==> src/rtl/cmd_frame_loader_if.sv <==
`default_nettype none
// +--------------------------------------------------------------------+
// | cmd_frame_loader_if : byte stream in, parallel command fields out   |
// | Rev 1.0                                                             |
// +--------------------------------------------------------------------+
interface cmd_frame_loader_if;
  logic [7:0]  din;
  logic        din_valid;
  logic        din_ready;
  logic [47:0] freq;
  logic [47:0] freq_step;
  logic [31:0] freq_rate;
  logic [63:0] time_start;
  logic [15:0] n_impulse;
  logic [1:0]  type_impulse;
  logic [31:0] interval_ti;
  logic [31:0] interval_tp;
  logic [31:0] tblank1;
  logic [31:0] tblank2;
  logic        spi_wr;
  logic        frame_ok;
  logic        frame_err;
  logic [1:0]  err_code;
  logic        busy;

  modport slave (
    input  din, din_valid,
    output din_ready, freq, freq_step, freq_rate, time_start, n_impulse,
           type_impulse, interval_ti, interval_tp, tblank1, tblank2,
           spi_wr, frame_ok, frame_err, err_code, busy
  );

  modport master (
    output din, din_valid,
    input  din_ready, freq, freq_step, freq_rate, time_start, n_impulse,
           type_impulse, interval_ti, interval_tp, tblank1, tblank2,
           spi_wr, frame_ok, frame_err, err_code, busy
  );
endinterface
`default_nettype wire

==> src/rtl/cmd_frame_loader.sv <==
`default_nettype none
// +--------------------------------------------------------------------+
// | cmd_frame_loader : parses a 45-byte command frame, commits on good  |
// | checksum and strobes SPI_WR.  Rev 1.0                               |
// +--------------------------------------------------------------------+
module cmd_frame_loader #(
  parameter logic [7:0]  HEADER   = 8'hA5,
  parameter int unsigned TIMEOUT  = 4800,
  parameter int unsigned WR_PULSE = 4
) (
  input logic               clk_i,
  input logic               rst_ni,
  cmd_frame_loader_if.slave bus
);
  localparam int unsigned          c_PAY_BYTES = 43;
  localparam int unsigned          c_TMO_W     = $clog2(TIMEOUT + 1);
  localparam logic [c_TMO_W-1:0]   c_TMO_LAST  = c_TMO_W'(TIMEOUT - 1);
  localparam logic [3:0]           c_WR_LAST   = 4'(WR_PULSE - 1);
  localparam logic [5:0]           c_IDX_LAST  = 6'(c_PAY_BYTES - 1);

  typedef enum logic [1:0] {
    S_IDLE    = 2'd0,
    S_PAYLOAD = 2'd1,
    S_CSUM    = 2'd2,
    S_WRITE   = 2'd3
  } state_t;

  state_t                   state_q, state_d;
  logic [5:0]               idx_q, idx_d;
  logic [7:0]               sum_q, sum_d;
  logic [c_PAY_BYTES*8-1:0] shadow_q, shadow_d;
  logic [337:0]             fields_q, fields_d;
  logic [c_TMO_W-1:0]       tmo_q, tmo_d;
  logic [3:0]               wr_q, wr_d;
  logic                     err_q, err_d;
  logic [1:0]               code_q, code_d;
  logic                     w_take;

  assign w_take = bus.din_valid & bus.din_ready;

  always_ff @(posedge clk_i) begin
    if (!rst_ni) begin
      state_q  <= S_IDLE;
      idx_q    <= '0;
      sum_q    <= '0;
      shadow_q <= '0;
      fields_q <= '0;
      tmo_q    <= '0;
      wr_q     <= '0;
      err_q    <= 1'b0;
      code_q   <= 2'b00;
    end else begin
      state_q  <= state_d;
      idx_q    <= idx_d;
      sum_q    <= sum_d;
      shadow_q <= shadow_d;
      fields_q <= fields_d;
      tmo_q    <= tmo_d;
      wr_q     <= wr_d;
      err_q    <= err_d;
      code_q   <= code_d;
    end
  end

  always_comb begin
    state_d  = state_q;
    idx_d    = idx_q;
    sum_d    = sum_q;
    shadow_d = shadow_q;
    fields_d = fields_q;
    tmo_d    = tmo_q;
    wr_d     = wr_q;
    err_d    = 1'b0;
    code_d   = code_q;
    unique case (state_q)
      S_IDLE: begin
        if (w_take && (bus.din == HEADER)) begin
          state_d = S_PAYLOAD;
          idx_d   = '0;
          sum_d   = '0;
          tmo_d   = '0;
        end
      end
      S_PAYLOAD: begin
        if (w_take) begin
          shadow_d = {shadow_q[c_PAY_BYTES*8-9:0], bus.din};
          sum_d    = sum_q + bus.din;
          idx_d    = idx_q + 6'd1;
          tmo_d    = '0;
          if (idx_q == c_IDX_LAST) state_d = S_CSUM;
        end else if (tmo_q == c_TMO_LAST) begin
          state_d = S_IDLE;
          err_d   = 1'b1;
          code_d  = 2'b10;
        end else begin
          tmo_d = tmo_q + 1'b1;
        end
      end
      S_CSUM: begin
        if (w_take) begin
          if (bus.din == sum_q) begin
            // The TYPE byte keeps only bits [1:0]; its upper six bits are dropped here.
            fields_d = {shadow_q[343:136], shadow_q[129:0]};
            wr_d     = '0;
            state_d  = S_WRITE;
          end else begin
            err_d   = 1'b1;
            code_d  = 2'b01;
            state_d = S_IDLE;
          end
        end else if (tmo_q == c_TMO_LAST) begin
          state_d = S_IDLE;
          err_d   = 1'b1;
          code_d  = 2'b10;
        end else begin
          tmo_d = tmo_q + 1'b1;
        end
      end
      S_WRITE: begin
        if (wr_q == c_WR_LAST) state_d = S_IDLE;
        else                   wr_d    = wr_q + 4'd1;
      end
      default: state_d = S_IDLE;
    endcase
  end

  assign bus.din_ready    = (state_q != S_WRITE);
  assign bus.spi_wr       = (state_q == S_WRITE);
  assign bus.frame_ok     = (state_q == S_WRITE) && (wr_q == c_WR_LAST);
  assign bus.busy         = (state_q != S_IDLE);
  assign bus.frame_err    = err_q;
  assign bus.err_code     = code_q;

  assign bus.freq         = fields_q[337:290];
  assign bus.freq_step    = fields_q[289:242];
  assign bus.freq_rate    = fields_q[241:210];
  assign bus.time_start   = fields_q[209:146];
  assign bus.n_impulse    = fields_q[145:130];
  assign bus.type_impulse = fields_q[129:128];
  assign bus.interval_ti  = fields_q[127:96];
  assign bus.interval_tp  = fields_q[95:64];
  assign bus.tblank1      = fields_q[63:32];
  assign bus.tblank2      = fields_q[31:0];
endmodule
`default_nettype wire
==> src/flat_wrapper.sv <==
// flat-port wrapper written by rule: the top's interface ports become plain ports
module cmd_frame_loader_flat 
#(
  parameter logic [7:0]  HEADER   = 8'hA5,
  parameter int unsigned TIMEOUT  = 4800,
  parameter int unsigned WR_PULSE = 4
)
  (clk_i, rst_ni, bus_din, bus_din_valid, bus_din_ready, bus_freq, bus_freq_step, bus_freq_rate, bus_time_start, bus_n_impulse, bus_type_impulse, bus_interval_ti, bus_interval_tp, bus_tblank1, bus_tblank2, bus_spi_wr, bus_frame_ok, bus_frame_err, bus_err_code, bus_busy);
  cmd_frame_loader_if bus_i ();
  input logic clk_i;
  input logic rst_ni;
  input wire logic [$bits(bus_i.din)-1:0] bus_din;
  input wire logic [$bits(bus_i.din_valid)-1:0] bus_din_valid;
  output wire logic [$bits(bus_i.din_ready)-1:0] bus_din_ready;
  output wire logic [$bits(bus_i.freq)-1:0] bus_freq;
  output wire logic [$bits(bus_i.freq_step)-1:0] bus_freq_step;
  output wire logic [$bits(bus_i.freq_rate)-1:0] bus_freq_rate;
  output wire logic [$bits(bus_i.time_start)-1:0] bus_time_start;
  output wire logic [$bits(bus_i.n_impulse)-1:0] bus_n_impulse;
  output wire logic [$bits(bus_i.type_impulse)-1:0] bus_type_impulse;
  output wire logic [$bits(bus_i.interval_ti)-1:0] bus_interval_ti;
  output wire logic [$bits(bus_i.interval_tp)-1:0] bus_interval_tp;
  output wire logic [$bits(bus_i.tblank1)-1:0] bus_tblank1;
  output wire logic [$bits(bus_i.tblank2)-1:0] bus_tblank2;
  output wire logic [$bits(bus_i.spi_wr)-1:0] bus_spi_wr;
  output wire logic [$bits(bus_i.frame_ok)-1:0] bus_frame_ok;
  output wire logic [$bits(bus_i.frame_err)-1:0] bus_frame_err;
  output wire logic [$bits(bus_i.err_code)-1:0] bus_err_code;
  output wire logic [$bits(bus_i.busy)-1:0] bus_busy;
  assign bus_i.din = bus_din;
  assign bus_i.din_valid = bus_din_valid;
  assign bus_din_ready = bus_i.din_ready;
  assign bus_freq = bus_i.freq;
  assign bus_freq_step = bus_i.freq_step;
  assign bus_freq_rate = bus_i.freq_rate;
  assign bus_time_start = bus_i.time_start;
  assign bus_n_impulse = bus_i.n_impulse;
  assign bus_type_impulse = bus_i.type_impulse;
  assign bus_interval_ti = bus_i.interval_ti;
  assign bus_interval_tp = bus_i.interval_tp;
  assign bus_tblank1 = bus_i.tblank1;
  assign bus_tblank2 = bus_i.tblank2;
  assign bus_spi_wr = bus_i.spi_wr;
  assign bus_frame_ok = bus_i.frame_ok;
  assign bus_frame_err = bus_i.frame_err;
  assign bus_err_code = bus_i.err_code;
  assign bus_busy = bus_i.busy;
  cmd_frame_loader #(.HEADER(HEADER), .TIMEOUT(TIMEOUT), .WR_PULSE(WR_PULSE)) u_core (.clk_i(clk_i), .rst_ni(rst_ni), .bus(bus_i));
endmodule
==> config.mk <==
export PLATFORM = sky130hd
export DESIGN_NAME = cmd_frame_loader_flat
export DESIGN_NICKNAME = d
export VERILOG_FILES = /design/src/rtl/cmd_frame_loader_if.sv /design/src/rtl/cmd_frame_loader.sv /design/src/flat_wrapper.sv
export SDC_FILE = /design/constraint.sdc
export NUM_CORES = 1
export LEC_CHECK = 0
export BUFFER_PORTS_ARGS = -buffer_cell sky130_fd_sc_hd__buf_4
export CORE_UTILIZATION = 35
export DETAILED_ROUTE_END_ITERATION = 10
export PLACE_DENSITY = 0.6
export REMOVE_ABC_BUFFERS = 1
export SKIP_CTS_REPAIR_TIMING = 1
export SYNTH_ARGS = -nofsm -noshare
export SYNTH_HDL_FRONTEND = slang
export SYNTH_SLANG_ARGS = --single-unit
==> constraint.sdc <==
create_clock -name clk_i -period 3.8 [get_ports clk_i]
set_input_delay 0.38 -clock clk_i [delete_from_list [all_inputs] [get_ports clk_i]]
set_output_delay 0.38 -clock clk_i [all_outputs]
set_load 0.005 [all_outputs]
==> metrics.csv <==
stage;metric;value;unit
status;status;complete, no violations;
grt;initial antenna violation count;0;
setup_path;worst setup path endpoint;u_core.tmo_q[2];
run;number of max-cap violations;0;
sta;Fmax;369.2;MHz
sta;Pins Over Slew Limit;0;
sta;RSZ-0062 raised after global routing;no;
routing;post-route ant nets;0;
clock_network;CTS Buf Count;80;
synthesis;top area cells in the synthesized netlist;dfxtp_1, nand2_1, a21boi_0;
setup_path;Critical Path Source Type;flip-flop;
final_layout;share of cells above drive strength 1;0.1504;
clock_network;Clock Latency Late Sink;0.62;ns
synthesis;sequential share of the synthesized area;0.5312;
placed_design;hpwl dp;40.31;mm
final_layout;# diodes;0;
min_path;worst hold path cell count;3;
setup_path;CP endpoint kind;flip-flop;
sta;Worst slew margin;0.4949;
setup_path;Worst path slowest cell;o21ai_1;
routing;final WL;65.73;mm
grt;GRT overflow;0;
power;Pwr Density;513.6;nW/um^2
placed_design;GPL Wtd Cong;0.7787;
power;P_leak;11.70;nW
synthesis;leading area contributor after synthesis;dfxtp_1;
setup_path;critical path fanouts, max;12;
floorplanning;Die Ht;280.1;um
grt;vias in the first global route;19700;
synthesis;Synth top area share;0.5312;
setup_path;cells on worst reg2reg path;6;
sta;final cycle utilization of the critical path;0.7128;
floorplanning;total core area;76200;sq um
routing;vias after detailed routing;21320;
setup_path;reg2reg setup slack;1.09;ns
synthesis;Synth Flop Type;dfxtp_1;
grt;GRT Overall Usage;0.1626;
setup_path;Reg-to-Reg End;u_core.tmo_q[2];
synthesis;Yosys warning total;0;
setup_path;Critical Path Stages;6;
setup_path;Critical Path Start;u_core.state_q[0];
final_layout;Final nets;3495;
floorplanning;starting density of the core;0.3551;
synthesis;Mean Syn Cell Area;8.380;sq um
synthesis;top cells by count, synth;nand2_1, dfxtp_1, a21boi_0;
setup_path;reg2reg start;u_core.state_q[0];
synthesis;Synth Register Bits;718;
setup_path;worst path bufs/invs;0;
clock_network;Sink Count;718;
setup_path;CP peak stage delay;0.61;ns
routing;initial DRC count;1406;
setup_path;Crit Path Class;flip-flop to flip-flop;
sta;Fin. Hold Viols;0;
clock_network;clock buffer depth;3;
sta;setup violators final;0;
routing;DRT Pass-1 Iters;5;
final_layout;Layout Utilization;0.4381;
min_path;Hold WC Path Type;primary input to flip-flop;
power;Max IR drop VDD;0.3545;mV
setup_path;CP Cell Sequence;ha_1, nand2b_1, o31ai_4, nand2_2, o21ai_1, nor3_1;
final_layout;final non-filler cell area;33380;sq um
routing;Routed WL per cell;14.41;um
final_layout;fillers;7724;
floorplanning;IO Count;356;
grt;largest net degree at the start of global routing;179;
setup_path;CP delay by family, top;compound AO/OA/AOI/OAI gates;
floorplanning;DIE AREA;78430;sq um
final_layout;Synth-to-Final Area Change;23.37;%
synthesis;Synth Cell Area;27060;sq um
routing;DR vias/cell;4.673;
clock_network;Clock transition at path regs;0.06;ns
setup_path;CP required;4.26;ns
clock_network;H-tree Lvls;3;
sta;min cycle time layout;2.709;ns
placed_design;IO buf count;355;
floorplanning;Die X;280.1;um
setup_path;WP data arrival;3.17;ns
sta;PnR worst setup slack;1.091;ns
placed_design;Placed Instance Area;30600;sq um
routing;# DRC;0;
synthesis;Synth cell types;50;
synthesis;Post-Synthesis Cells;3229;
sta;hold slack;0.04040;ns
clock_network;CTS root buf;clkbuf_16;
grt;first-pass GRT wire length;105.3;mm
clock_network;CTS tree;built;
sta;Worst-Margin Slew;0.7558;ns
placed_design;pre-CTS WS;0.9074;ns
synthesis;Post-synth EDFFs;0;
synthesis;most frequent cell after synthesis;nand2_1;
floorplanning;num rows;101;
sta;Final Skew;0.01998;ns
synthesis;asr flop ratio synth;0;
## registers in the layout, indices dropped and copies added, names as in the netlist
name and cells:
u_core.tmo_q 13, u_core.fields_q 338, u_core.sum_q 8, u_core.wr_q 4
u_core.state_q 2, u_core.bus.err_code 2, u_core.idx_q 6, u_core.bus.frame_err 1
u_core.shadow_q 344
## layout by cell type, fill, tap and decap left out, types with 15 or more instances in the layout
cell type  count
dfxtp_1      718
clkbuf_1      16
nand2_1     1387
ha_1          16
clkbuf_16     80
nor2_1        21
a21boi_1      59
a21oi_1       17
buf_4        372
a21boi_0     630
buf_12        18
clkinv_2      15
## how the worst min path moves through the flow
stage	startpoint	endpoint	slack, ns
after floorplan	u_core.shadow_q[336]	u_core.fields_q[330]	0.43
after global placement	u_core.shadow_q[340]	u_core.fields_q[334]	0.44
after detailed placement	u_core.fields_q[190]	u_core.fields_q[190]	0.45
after CTS	bus_din[6]	u_core.shadow_q[6]	-0.01
after global routing	bus_din[6]	u_core.shadow_q[6]	0.02
final	bus_din[6]	u_core.shadow_q[6]	0.04
## cell type report
| type | count | area [sq um] | area share |
|---|---|---|---|
| multi-input cells | 2265 | 11730 | 0.3514 |
| repair buffers | 391 | 3168 | 0.09490 |
| well taps | 1030 | 1289 | 0.03860 |
| flip-flops and latches | 718 | 14370 | 0.4306 |
| clock inverters | 36 | 525.5 | 0.01574 |
| clock buffers | 110 | 2255 | 0.06754 |
| inverters | 11 | 41.29 | 0.001237 |
## stage by stage
step | TNS [ns] | power [W] | instances
2_1_floorplan | -5270.18 | 0.008584 | 2994
3_3_place_gp | 0 | 0.009219 | 4415
3_5_place_dp | 0 | 0.009215 | 4415
4_1_cts | 0 | 0.01741 | 4561
5_1_grt | 0 | 0.01785 | 4561
6_report | 0 | 0.01714 | 4561
## per-layer routing
metal	part of all wire	track usage
met4	0.022	0.04848
met3	0.050	0.03289
met1	0.48	0.2245
met5	0	0
met2	0.45	0.2546
## tightest hold or removal path, delay by kind of cell
kind            cells  cell delay, ns
buf+inv             1            0.12
compound gates      1            0.06
simple gates        1            0.05
## where the power goes
part           switching [W]  internal [W]  total, W
sequential         0.0000413       0.00757   0.00762
combinational        0.00103      0.000390   0.00142
clock                0.00318       0.00493   0.00811
## logic make-up (layout without fill, tap and decap cells)
group                      after synthesis  in the layout  synth area share
buffers and inverters                  246            548           0.03602
DFF                                    718            718            0.5312
xor gates and xnor gates                15             15          0.004855
muxes                                    3              3          0.001110
AOI/OAI and AO/OA                      746            746            0.2055
and+or+nand+nor                       1484           1484            0.2132
adders and majority gates               17             17          0.008138
Power figures use the tool's default switching activity.
